==> src/rtl/bus_rr_arbit.sv <==
// Four-master round-robin bus arbiter with a hold limit against starvation.
// Exactly one grant is always high; an idle bus stays parked on the last owner.
module bus_rr_arbit #(
  parameter int unsigned MAX_HOLD = 8,
  parameter int unsigned CNT_W    = 8
) (
  input  logic       clk,
  input  logic       reset_n,
  input  logic [3:0] M_request,
  output logic [3:0] M_grant,
  output logic [1:0] grant_id,
  output logic       grant_changed
);

  localparam logic [CNT_W-1:0] HoldLast = CNT_W'(MAX_HOLD - 1);

  logic [1:0]       owner_q, owner_d;
  logic [1:0]       rr_next;
  logic [CNT_W-1:0] cnt_q, cnt_d;
  logic [3:0]       others;
  logic             owner_req;
  logic             switch_en;
  logic             found;

  always_comb begin
    others          = M_request;
    others[owner_q] = 1'b0;
    owner_req       = M_request[owner_q];
  end

  // First requester after the owner in circular order (owner+1 .. owner+3).
  always_comb begin
    rr_next = owner_q;
    found   = 1'b0;
    for (int k = 1; k < 4; k++) begin
      if (!found && others[owner_q + 2'(k)]) begin
        rr_next = owner_q + 2'(k);
        found   = 1'b1;
      end
    end
  end

  always_comb begin
    owner_d   = owner_q;
    cnt_d     = cnt_q;
    switch_en = 1'b0;
    if (others != 4'b0000) begin
      if (!owner_req || cnt_q == HoldLast) begin
        switch_en = 1'b1;
        owner_d   = rr_next;
        cnt_d     = '0;
      end else begin
        cnt_d = cnt_q + CNT_W'(1);
      end
    end
  end

  always_ff @(posedge clk or negedge reset_n) begin
    if (!reset_n) begin
      owner_q       <= 2'd0;
      cnt_q         <= '0;
      M_grant       <= 4'b0001;
      grant_changed <= 1'b0;
    end else begin
      owner_q       <= owner_d;
      cnt_q         <= cnt_d;
      M_grant       <= 4'b0001 << owner_d;
      grant_changed <= switch_en;
    end
  end

  assign grant_id = owner_q;

endmodule
==> config.mk <==
export PLATFORM = sky130hd
export DESIGN_NAME = bus_rr_arbit
export DESIGN_NICKNAME = d
export VERILOG_FILES = /design/src/rtl/bus_rr_arbit.sv
export SDC_FILE = /design/constraint.sdc
export NUM_CORES = 1
export LEC_CHECK = 0
export CAP_MARGIN = 20
export CELL_PAD_IN_SITES_DETAIL_PLACEMENT = 1
export CELL_PAD_IN_SITES_GLOBAL_PLACEMENT = 1
export CORE_MARGIN = 5
export CORE_UTILIZATION = 45
export DETAILED_ROUTE_END_ITERATION = 7
export GPL_TIMING_DRIVEN = 1
export PLACE_DENSITY = 0.93
export REMOVE_ABC_BUFFERS = 1
export SLEW_MARGIN = 30
export SYNTH_ARGS = -nofsm -noshare
export SYNTH_HDL_FRONTEND = slang
export SYNTH_SLANG_ARGS = --single-unit
==> constraint.sdc <==
create_clock -name clk -period 4.7 [get_ports clk]
set_input_delay 0.47 -clock clk [delete_from_list [all_inputs] [get_ports clk]]
set_output_delay 0.47 -clock clk [all_outputs]
set_load 0.01 [all_outputs]
# Yosys cells after proc, flatten, opt, wreduce, memory -nomap -nowiden
# Index checks and enable logic that the tools add are counted.
# W data, S select, Z words.
dict set report op_classes {
  n_addsub 4
  order_cmp 5
  n_eq_ne 1
  shifts 1
  muxes 20
  bitwise 2
  reduce_logical 8
}
# cell n
set ops {}
lappend ops {{$lt A2 B3 Y1 const B} 4}
lappend ops {{$mux W2} 5}
lappend ops {{$mux W1} 9}
lappend ops {{$add A8 B1 Y8 const B} 1}
lappend ops {{$bmux W1 S2} 4}
lappend ops {{$eq A8 B3 Y1 const B} 1}
lappend ops {{$mux W8} 1}
lappend ops {{$add A2 B2 Y2 const B} 2}
lappend ops {{$and A4 B4 Y4} 1}
lappend ops {{$not A4 Y4} 1}
lappend ops {{$reduce_bool A4 Y1} 1}
lappend ops {{$shl A1 B2 Y4 const A} 1}
lappend ops {{$logic_and A1 B1 Y1} 3}
lappend ops {{$logic_not A1 Y1} 3}
lappend ops {{$add A2 B1 Y2 const B} 1}
lappend ops {{$demux W1 S2} 1}
lappend ops {{$ge A2 B1 Y1 const B} 1}
lappend ops {{$logic_or A1 B1 Y1} 1}
dict set report word_totals {
  ff_bits 15
  inputBits 6
  output_inout_bits 7
}

# Depth between registers and ports, before layout
# Gate-level depths: netlist (run 1).
dict set report depth {
  depth_word 18
  mapped_depth 10
  ltp_nobuf 8
}

# Worst setup path after synthesis (run 1)
# OpenSTA, ideal clock, no wires.
dict set report synth_path {
  kind {reg-to-reg}
  start {reg owner_q[0] (netlist: grant_id[0])}
  end {reg M_grant[1]}
  setup_time_ns 0.064
  arrival_ns 2.468
  path_slack_ns 2.168
  path_stages_with_launch 11
  path_buffers 2
  period_less_slack_ns 2.532
  path_cell_list {dfrtp_1 -> buf_4 -> clkinv_1 -> ha_1 -> buf_2 -> or3b_2 -> nand3_1 -> a31oi_2 -> or2_1 -> a211oi_1 -> a21o_1}
}
dict set report synth_via {
  elab_chain_len 18
}
# element line
set synth_lines {}
lappend synth_lines {{start: declaration} 17} ;# logic [1:0] owner_q, owner_d;
lappend synth_lines {{start signal: assignment} 65} ;# owner_q <= owner_d;
lappend synth_lines {{$lt A2 B3 Y1 (implied by the code) / $ge A2 B1 Y1 (equally long branches)} 27} ;# others[owner_q] = 1'b0;
lappend synth_lines {{$logic_and A1 B1 Y1 (implied by the code)} 27}
lappend synth_lines {{$mux W1 (implied by the code)} 27}
lappend synth_lines {{$demux W1 S2} 27}
lappend synth_lines {{$not A4 Y4 (no source line)} -}
lappend synth_lines {{$and A4 B4 Y4 (no source line)} -}
lappend synth_lines {{$bmux W1 S2} 36} ;# if (!found && others[owner_q + 2'(k)]) begin
lappend synth_lines {{$mux W1 (implied by the code)} 36}
lappend synth_lines {{[2 not listed]} -}
lappend synth_lines {{$logic_and A1 B1 Y1} 36}
lappend synth_lines {{$mux W1} 36}
lappend synth_lines {{$logic_not A1 Y1} 36}
lappend synth_lines {{$logic_and A1 B1 Y1} 36}
lappend synth_lines {{$mux W2} 36}
lappend synth_lines {{$mux W2} 48} ;# if (!owner_req || cnt_q == HoldLast) begin
lappend synth_lines {{$mux W2 (*)} 47} ;# if (others != 4'b0000) begin
lappend synth_lines {{$shl A1 B2 Y4 (*)} 67} ;# M_grant <= 4'b0001 << owner_d;
lappend synth_lines {{end signal: assignment} 67}
lappend synth_lines {{end: declaration} 10} ;# output logic [3:0] M_grant,
# Every way passes the cells marked *; elsewhere a longest branch is shown, timed or not. The select of a mux whose other input is x is not followed.
# A chain may end at the register's enable or synchronous reset.

# Worst setup path in the final report (run 1)
dict set report layout_path {
  start {reg owner_q[0] (netlist: grant_id[0])}
  end {reg M_grant[2]}
}
# Same word-level chain as after synthesis.

==> results.ini, run 1 <==
[placement]
hpwl_um = 1983
portBuffers = 12
gp_congestion = 0.8705
dp_slack_ns = 1.434

[synth]
synth_warnings = 0
yosys.area.top_type = dfrtp_1
seq_area_frac_synth_pct = 33.78
async_flop_share_pct = 100.0
post-synth-top-area-fraction_pct = 31.43
synth_common_cells = 14 x dfrtp_1, 12 x nand2_1, 12 x o21ai_0
synth_cell_type_count = 45
avgSynthCellArea_um2 = 9.611
ys.flop_type = dfrtp_1
syn_area_mm2 = 0.001115
ys_seq_elements = 15
synth_edf_count = 0
synth.most_common_cell = dfrtp_1
synth_top_cells_by_area = dfrtp_1 31%, ha_1 5.6%, nand2b_1 5.6%
netlist_instances = 116

[worst_hold_path]
min_from = cnt_q[0]
hold_path.class = flop to flop

[status]
status = finished, final reports clean

[cts]
clkLatencyLatePin_ns = 0.28
tritoncts = yes
clkSinkCount = 15
h-tree-depth = 1
cts_buffer_depth = 2
cts_resized = 0
clk_pin_slew_ns = 0.09
cts_root_buffer = clkbuf_4
cts-buffers-inserted = 3
cts_setup_buffers = 0
cts_hold_buffers = 0

[detailed_routing]
wirelength_um = 2544
drt-initial-drc-count = 26
post_drt_wl_per_cell_um = 16.10
dr.pass1.iters = 4
remaining_drc_errors = 0
viasPerCell = 5.962
antenna_left = 0
routed-via-count = 942

[die]
die_w_um = 59.78
pin_count = 13
start_util_pct = 45.83
die_h_um = 59.78
core_mm2 = 0.002432
std_cell_rows = 18
dieArea_mm2 = 0.003573

[pwr]
ir_worst_vdd_mv = 0.4290
power.internal_w = 0.0004517
p_comb_share_pct = 64.2
sw_frac_of_total_pct = 46.31
p_leak_nw = 0.5294
p_per_area_mw_per_mm2 = 659.2
seqPwrFrac_pct = 27.1
pwr-share-clk_pct = 8.7
switching_power_w = 0.0003897

[sta]
drv_slew = 0
setup_tns_ns = 0
worst_pin_slew_ns = 0.7029
maxSlewHeadroom_pct = 53.14
finalHoldViolations = 0
rsz0062_at_grt = false
fmaxAchievable_ghz = 0.3038
fin_crit_sh_pct = 70.03
setup_ws_ns = 1.409
final.min_clock_period_ns = 3.291
skew_ns = 0.004358
setup_violations = 0

[setup_path]
crit_path_start = grant_id[0]
setup.worst_path.start_class = flop
arrival_ns = 3.49
critPathMaxFanout = 21
crit_type = flop to flop
rr_worst_depth = 8
required_ns = 4.89
path_cells = clkinv_1 > ha_1 > or3b_2 > nand3_1 > a32oi_1 > o221ai_2 > a31oi_1 > o22ai_1
r2r_slack_ns = 1.41
endpoint = M_grant[2]
timing.rr.start = grant_id[0]
cp_slowest_cell = dfrtp_1
crit_path_max_incr_delay_ns = 0.80
reg2reg_to = M_grant[2]
cp-end-kind = flop

[global_routing]
grt_use_total_pct = 16.75
grt_pass1_vias = 1010
grt-ovfl-total = 0
grt_max_degree = 22
antenna_found_initial = 0
grt_pass1_wl_um = 4616

[finish]
final_layout_size_suffix_gt1_share_pct = 13.28
area_growth_pct = 14.48
fillCellCount = 281
nNetsFinal = 140
diodes = 0
regArea_um2 = 376.6
fin_util_pct = 52.47
multiInputGateArea_um2 = 704.4

[run]
drv_cap = 0

[cells by family (layout without fill, tap and decap cells)]
| group | Yosys count | count (layout) | synth area share, % |
|---|---|---|---|
| flip-flops | 15 | 15 | 33.78 |
| AO/OA/AOI/OAI | 32 | 32 | 20.65 |
| buffers and inverters | 7 | 19 | 3.029 |
| AND/OR/NAND/NOR | 52 | 52 | 30.30 |
| adder cells (fa/ha/maj) | 5 | 5 | 5.612 |
| XOR/XNOR | 1 | 1 | 0.7858 |
| multiplexers | 4 | 4 | 5.836 |
[routing by layer]
metal / vias up / routed length, um / global-route usage, % / part of all wire, %
met4: 0 / 0 / 3.797 / 0
met1: 463 / 1061 / 20.16 / 42
met3: 0 / 88 / 3.672 / 3.5
li1: 462 / - / - / -
met5: - / 0 / 0 / 0
met2: 17 / 1394 / 30.09 / 55
[registers in the layout, summed over array words and instances (netlist names)]
register / flops
M_grant: 4
cnt_q: 8
grant_changed: 1
grant_id: 2
[stage by stage]
stage	hold slack [ns]	area [um2]	total power [W]	instances
floorplan	0.1744	1092	0.0006091	112
global placement	0.4858	1250	0.0007391	154
detailed placement	0.5173	1250	0.0007741	154
CTS	0.5299	1276	0.0008507	158
global route	0.5495	1276	0.0009225	158
finish	0.5198	1276	0.0008413	158
[worst max-delay path, delay by kind of cell (launching register included)]
kind                       cells  cell delay (ns)
DFF                            1             0.80
adders and majority gates      1             0.51
and+or+nand+nor                2             0.61
buffers and inverters          1             0.46
AOI/OAI and AO/OA              4             0.81
[worst min-delay path by stage]
| stage | to | slack, ns | cells after the start |
|---|---|---|---|
| floorplan | M_grant[1] | 0.17 | 0 |
| global placement | cnt_q[1] | 0.49 | 2 |
| detailed placement | cnt_q[0] | 0.52 | 1 |
| CTS | cnt_q[0] | 0.53 | 1 |
| global route | cnt_q[6] | 0.55 | 1 |
| finish | cnt_q[0] | 0.52 | 1 |
[final cells by class]
| type | count | share of cell area (%) |
|---|---|---|
| Timing Repair Buffer | 12 | 9.412 |
| Clock buffer | 4 | 2.059 |
| Inverter | 3 | 0.8824 |
| Sequential cell | 15 | 29.51 |
| Multi-Input combinational cell | 94 | 55.20 |
| Tap cell | 30 | 2.941 |
[cells in the final DEF (no fill, tap or decap), types with 3 or more instances in the layout]
cell type	n
clkdlybuf4s50_1	12
nand3_1	4
nor2_1	5
and3_1	3
a211oi_1	3
nand2b_1	10
nand3b_1	3
o21ai_0	12
a21oi_1	3
nand2_1	12
clkbuf_4	3
ha_1	5
dfrtp_1	14
[power by group through the flow]
stage               logic (W)  registers (W)  clock network [W]
finish               0.000540       0.000228          0.0000731
global route         0.000601       0.000239          0.0000834
CTS                  0.000545       0.000229          0.0000763
detailed placement   0.000543       0.000232                  0
global placement     0.000512       0.000228                  0
floorplan            0.000378       0.000231                  0
(Power assumes the default switching activity.)
==> run 2, diff against run 1 <==
CORE_UTILIZATION = 42   (was 45)
PLACE_DENSITY = 0.89   (was 0.93)
clock period = 3.07 ns   (was 4.7 ns; I/O delays follow)
==> results.ini, run 2 (synthesized netlist as in run 1, its figures left out) <==
[finish]
regMostFlops = cnt_q
fin_util_pct = 51.35  ; -1.1 points
largest_register_ff_count = 8  ; unchanged
final_cell_mix = 14 x dfrtp_1, 12 x nand2_1, 12 x o21ai_0, 12 x clkdlybuf4s50_1, 10 x nand2b_1
layout.cells.non_filler = 159  ; +0.63%
nNetsFinal = 141  ; +0.71%
fillCellCount = 289  ; +2.8%
multiInputGateArea_um2 = 704.4  ; unchanged
layout_commonest_cell = dfrtp_1
final_layout_size_suffix_gt1_share_pct = 13.95  ; +0.67 points
diodes = 0  ; unchanged
regArea_um2 = 376.6  ; unchanged
area_growth_pct = 15.15

[placement]
gp_congestion = 0.8794  ; +1.0%
hpwl_um = 2056  ; +3.7%
dp_cells = 155  ; +0.65%
portBuffers = 12  ; unchanged

[setup_path]
arrival_ns = 2.93  ; -0.56 ns
r2r_slack_ns = 0.35  ; -1.06 ns
critPathMaxFanout = 14  ; -33%
rr_worst_depth = 8  ; unchanged
cp-end-kind = flop
required_ns = 3.27  ; -1.62 ns
timing.rr.start = grant_id[1]
crit_type = flop to flop
reg2reg_to = M_grant[2]
setup.worst_path.start_class = flop

[cts]
cts_setup_buffers = 0  ; unchanged
clkSinkCount = 15  ; unchanged
h-tree-depth = 1  ; unchanged
tritoncts = yes
cts_hold_buffers = 0  ; unchanged
cts_buffer_depth = 2  ; unchanged
cts-buffers-inserted = 3  ; unchanged
clk_pin_slew_ns = 0.09  ; about the same
clkLatencyLatePin_ns = 0.29  ; about the same
cts_root_buffer = clkbuf_4
cts_resized = 0  ; unchanged

[global_routing]
grt_use_total_pct = 17.31  ; +0.56 points
grt-ovfl-total = 0  ; unchanged
antenna_found_initial = 0  ; unchanged
grt_pass1_wl_um = 4857  ; +5.2%
grt_max_degree = 21  ; -4.5%
grt_pass1_vias = 1033  ; +2.3%

[die]
core_mm2 = 0.002500  ; +2.8%
start_util_pct = 44.59  ; -1.2 points
std_cell_rows = 18  ; unchanged
die_w_um = 61.52  ; +2.9%
die_h_um = 61.52  ; +2.9%
pin_count = 13  ; unchanged
dieArea_mm2 = 0.003785  ; +5.9%

[sta]
fin_crit_sh_pct = 88.76  ; +19 points
rsz0062_at_grt = false
fin_hold_ws_ns = 0.4161  ; -0.1036 ns
final.min_clock_period_ns = 2.725  ; -0.5665 ns
finalHoldViolations = 0  ; unchanged
skew_ns = 0.007676  ; +0.003317 ns
setup_tns_ns = 0  ; unchanged
drv_slew = 0  ; unchanged
setup_violations = 0  ; unchanged
fmaxAchievable_ghz = 0.3670  ; +21%
worst_pin_slew_ns = 0.6655  ; -0.03740 ns
maxSlewHeadroom_pct = 55.50  ; +2.4 points

[detailed_routing]
routed-via-count = 953  ; +1.2%
highest_layer = met4
drt-initial-drc-count = 26  ; unchanged
met2_length_um = 1445  ; +3.7%
viasPerCell = 5.994  ; +0.53%
met3_length_um = 58  ; -34%
remaining_drc_errors = 0  ; unchanged
dr.pass1.iters = 4  ; unchanged
post_drt_wl_per_cell_um = 17.22  ; +6.9%
wirelength_um = 2738  ; +7.6%
antenna_left = 0  ; unchanged
drt-met1-wl_um = 1193  ; +12%

[run]
drv_cap = 0  ; unchanged

[pwr]
ir_worst_vdd_mv = 0.6060  ; +41%
p_per_area_mw_per_mm2 = 1023  ; +55%
p_leak_nw = 0.5342  ; +0.91%

[status]
status = finished, final reports clean

[worst_hold_path]
hold_path.class = input pin to asynchronous set/reset pin

==> run 2: cell types whose count changed in the layout (fill, tap and decap cells not counted), sizes merged <==
cell  previous run  this run
buf              0         1
==> run 2: metal layers <==
| metal | GRT usage (%) | up-vias |
|---|---|---|
| li1 | - | 464 |
| met1 | 20.59 | 472 |
| met2 | 31.24 | 12 |
| met3 | 3.145 | 5 |
| met4 | 5.455 | 0 |
| met5 | 0 | - |
==> run 2: report_power, final <==
group	leakage, nW	total (W)	switching [W]	internal [W]
logic	0.326	0.000886	0.000496	0.000390
registers	0.194	0.000313	0.0000524	0.000261
clock network	0.0150	0.000114	0.0000639	0.0000505
total	0.534	0.00131	0.000612	0.000701
==> run 2: how the worst max path moves through the flow <==
stage                      startpoint  slack (ns)  depth (start not counted)    endpoint
after floorplan           grant_id[0]        0.25                          8  M_grant[2]
after detailed placement  grant_id[1]        0.39                          8  M_grant[2]
after CTS                 grant_id[1]        0.36                          8  M_grant[2]
after global placement    grant_id[1]        0.53                          8  M_grant[2]
final                     grant_id[1]        0.35                          8  M_grant[2]
after global routing      grant_id[1]         0.1                          8  M_grant[2]
==> run 2: layout make-up <==
cell class	instances	area share, %
sequential	15	29.34
timing repair buffer	13	9.941
tap	30	2.924
clock buffer	4	2.047
inverter	3	0.8772
multi-input combinational	94	54.87
==> run 2: per-stage QoR <==
stage	power (W)	setup slack [ns]	cell area, um2
global placement	0.001143	0.5346	1257
global route	0.001433	0.09574	1284
detailed placement	0.001197	0.3949	1257
finish	0.001313	0.3451	1284
floorplan	0.0009326	0.2485	1092
CTS	0.001319	0.3634	1284
==> run 2: worst max-delay path: stages (launching register included) <==
cell      delay (ns)
dfrtp_1         0.62
inv_1           0.17
ha_1            0.43
or3b_2          0.48
nand3_1         0.14
a32oi_1         0.14
o221ai_2        0.31
a31oi_1         0.16
o22ai_1         0.18
==> run 3, diff against run 2 <==
CTS_CLUSTER_DIAMETER = 100   (was unset)
PLACE_DENSITY = unset   (was 0.89)
PLACE_DENSITY_LB_ADDON = 0.15   (was unset)
==> results.ini, run 3 (synthesized netlist as in run 1, its figures left out) <==
[finish]
final_cell_mix = 14 x dfrtp_1, 12 x nand2_1, 12 x o21ai_0, 12 x clkdlybuf4s50_1, 10 x nand2b_1
fin_util_pct = 52.00  ; +0.65 points
final_layout_size_suffix_gt1_share_pct = 16.03  ; +2.1 points
fillCellCount = 291  ; +0.69%
largest_register_ff_count = 8  ; unchanged
nNetsFinal = 143  ; +1.4%
diodes = 0  ; unchanged
area_growth_pct = 16.61
layout_commonest_cell = dfrtp_1
regMostFlops = cnt_q

[global_routing]
grt_max_degree = 21  ; unchanged
grt_use_total_pct = 16.17  ; -1.1 points
grt_pass1_wl_um = 4560  ; -6.1%
antenna_found_initial = 0  ; unchanged
grt-ovfl-total = 0  ; unchanged
grt_pass1_vias = 979  ; -5.2%

[die]
start_util_pct = 44.59  ; unchanged
die_h_um = 61.52  ; unchanged
core_mm2 = 0.002500  ; unchanged
die_w_um = 61.52  ; unchanged
std_cell_rows = 18  ; unchanged
dieArea_mm2 = 0.003785  ; unchanged
pin_count = 13  ; unchanged

[setup_path]
rr_worst_depth = 9  ; +1
cp_slowest_cell = or3b_2
setup.worst_path.start_class = flop
critPathMaxFanout = 8  ; -6
crit_type = flop to flop
cp-end-kind = flop
timing.rr.start = grant_id[0]
crit_path_start = grant_id[0]
critPathTopFamily = compound AO/OA/AOI/OAI gates
path_depth = 9  ; +1
arrival_ns = 2.68  ; -0.25 ns
required_ns = 3.28  ; about the same
path_cells = clkinv_1 > buf_4 > ha_1 > or3b_2 > nand3_1 > a32oi_1 > o221ai_2 > a31oi_1 > o22ai_1
worst-path-buf-inv = 2  ; +1
crit_path_max_incr_delay_ns = 0.47  ; -0.15 ns

[sta]
drv_slew = 0  ; unchanged
finalHoldViolations = 0  ; unchanged
rsz0062_at_grt = false
setup_violations = 0  ; unchanged
worst_pin_slew_ns = 0.6608  ; -0.004676 ns
fmaxAchievable_ghz = 0.4044  ; +10%
fin_hold_ws_ns = 0.4049  ; -0.01123 ns
final.min_clock_period_ns = 2.473  ; -0.2523 ns
fin_crit_sh_pct = 80.54  ; -8.2 points
skew_ns = 0.01237  ; +0.004695 ns
maxSlewHeadroom_pct = 55.81  ; +0.31 points
setup_tns_ns = 0  ; unchanged

[cts]
cts-buffers-inserted = 3  ; unchanged
clkSinkCount = 15  ; unchanged
cts_buffer_depth = 2  ; unchanged
clk_pin_slew_ns = 0.10  ; about the same
h-tree-depth = 1  ; unchanged
cts_resized = 0  ; unchanged
cts_root_buffer = clkbuf_4
cts_hold_buffers = 0  ; unchanged
clkLatencyLatePin_ns = 0.29  ; about the same
cts_setup_buffers = 0  ; unchanged
tritoncts = yes

[pwr]
pwr-share-clk_pct = 8.9  ; +0.2 points
power.internal_w = 0.0007154  ; +2.1%
seqPwrFrac_pct = 22.0  ; -1.8 points
sw_frac_of_total_pct = 45.89  ; -0.74 points
p_comb_share_pct = 69.2  ; +1.8 points
p_per_area_mw_per_mm2 = 1017  ; -0.56%
switching_power_w = 0.0006068  ; -0.90%
ir_worst_vdd_mv = 0.4947  ; -18%
finalPower_w = 0.001322  ; +0.70%
p_leak_nw = 0.5464  ; +2.3%

[detailed_routing]
routed-via-count = 958  ; +0.52%
viasPerCell = 5.950  ; -0.72%
drt-initial-drc-count = 37  ; +42%
post_drt_wl_per_cell_um = 16.66  ; -3.2%
wirelength_um = 2683  ; -2.0%
remaining_drc_errors = 0  ; unchanged
dr.pass1.iters = 4  ; unchanged
antenna_left = 0  ; unchanged

[placement]
portBuffers = 12  ; unchanged
hpwl_um = 2045  ; -0.52%
gp_congestion = 0.8268  ; -6.0%

[run]
drv_cap = 0  ; unchanged

[status]
status = finished, final reports clean

[worst_hold_path]
hold_path.class = input pin to asynchronous set/reset pin

-- run 3: area by class of cell --
type | count | area, um2 | share of cell area, %
multi-input cells | 94 | 704.4 | 54.19
repair buffers | 15 | 142.6 | 10.97
well taps | 30 | 37.54 | 2.887
clock buffers | 3 | 22.52 | 1.732
inverters | 3 | 11.26 | 0.8662
clock inverters | 1 | 5.005 | 0.3850
flip-flops and latches | 15 | 376.6 | 28.97
-- run 3: path summary, 6_finish.rpt --
kind	end	slack, ns
max	M_grant[2]	0.60
min	cnt_q[5]	0.40
max reg2reg	M_grant[2]	0.60
min reg2reg	cnt_q[6]	0.51
max in group asynchronous	M_grant[2]	2.23
min in group clk	cnt_q[6]	0.51
-- run 3: power groups by stage --
stage                     logic (W)  clock network, W  registers [W]
final                      0.000914          0.000117       0.000290
after global routing        0.00101          0.000132       0.000297
after CTS                  0.000923          0.000123       0.000291
after detailed placement   0.000918                 0       0.000295
after global placement     0.000896                 0       0.000292
after floorplan            0.000579                 0       0.000353
-- run 3: per-stage QoR --
| stage | worst slack [ns] | cell area, um2 | instances |
|---|---|---|---|
| detailed placement | 0.6195 | 1272 | 157 |
| global placement | 0.6403 | 1272 | 157 |
| global route | 0.3868 | 1300 | 161 |
| finish | 0.5974 | 1300 | 161 |
| CTS | 0.5670 | 1300 | 161 |
| floorplan | 0.2485 | 1092 | 112 |
-- run 3: routing by layer --
metal  vias up  wire length, um  track usage [%]
met4         0               59            8.182
met5         -                0                0
met1       479             1274            21.37
met3         5               57           0.8386
li1        460                -                -
met2        14             1291            26.61
-- run 3: worst reg2reg max path, cell delays in order (launching register included) --
cell and delay [ns]:
dfrtp_1 0.37, clkinv_1 0.06, buf_4 0.17, ha_1 0.42, or3b_2 0.48, nand3_1 0.15
a32oi_1 0.14, o221ai_2 0.28, a31oi_1 0.16, o22ai_1 0.17
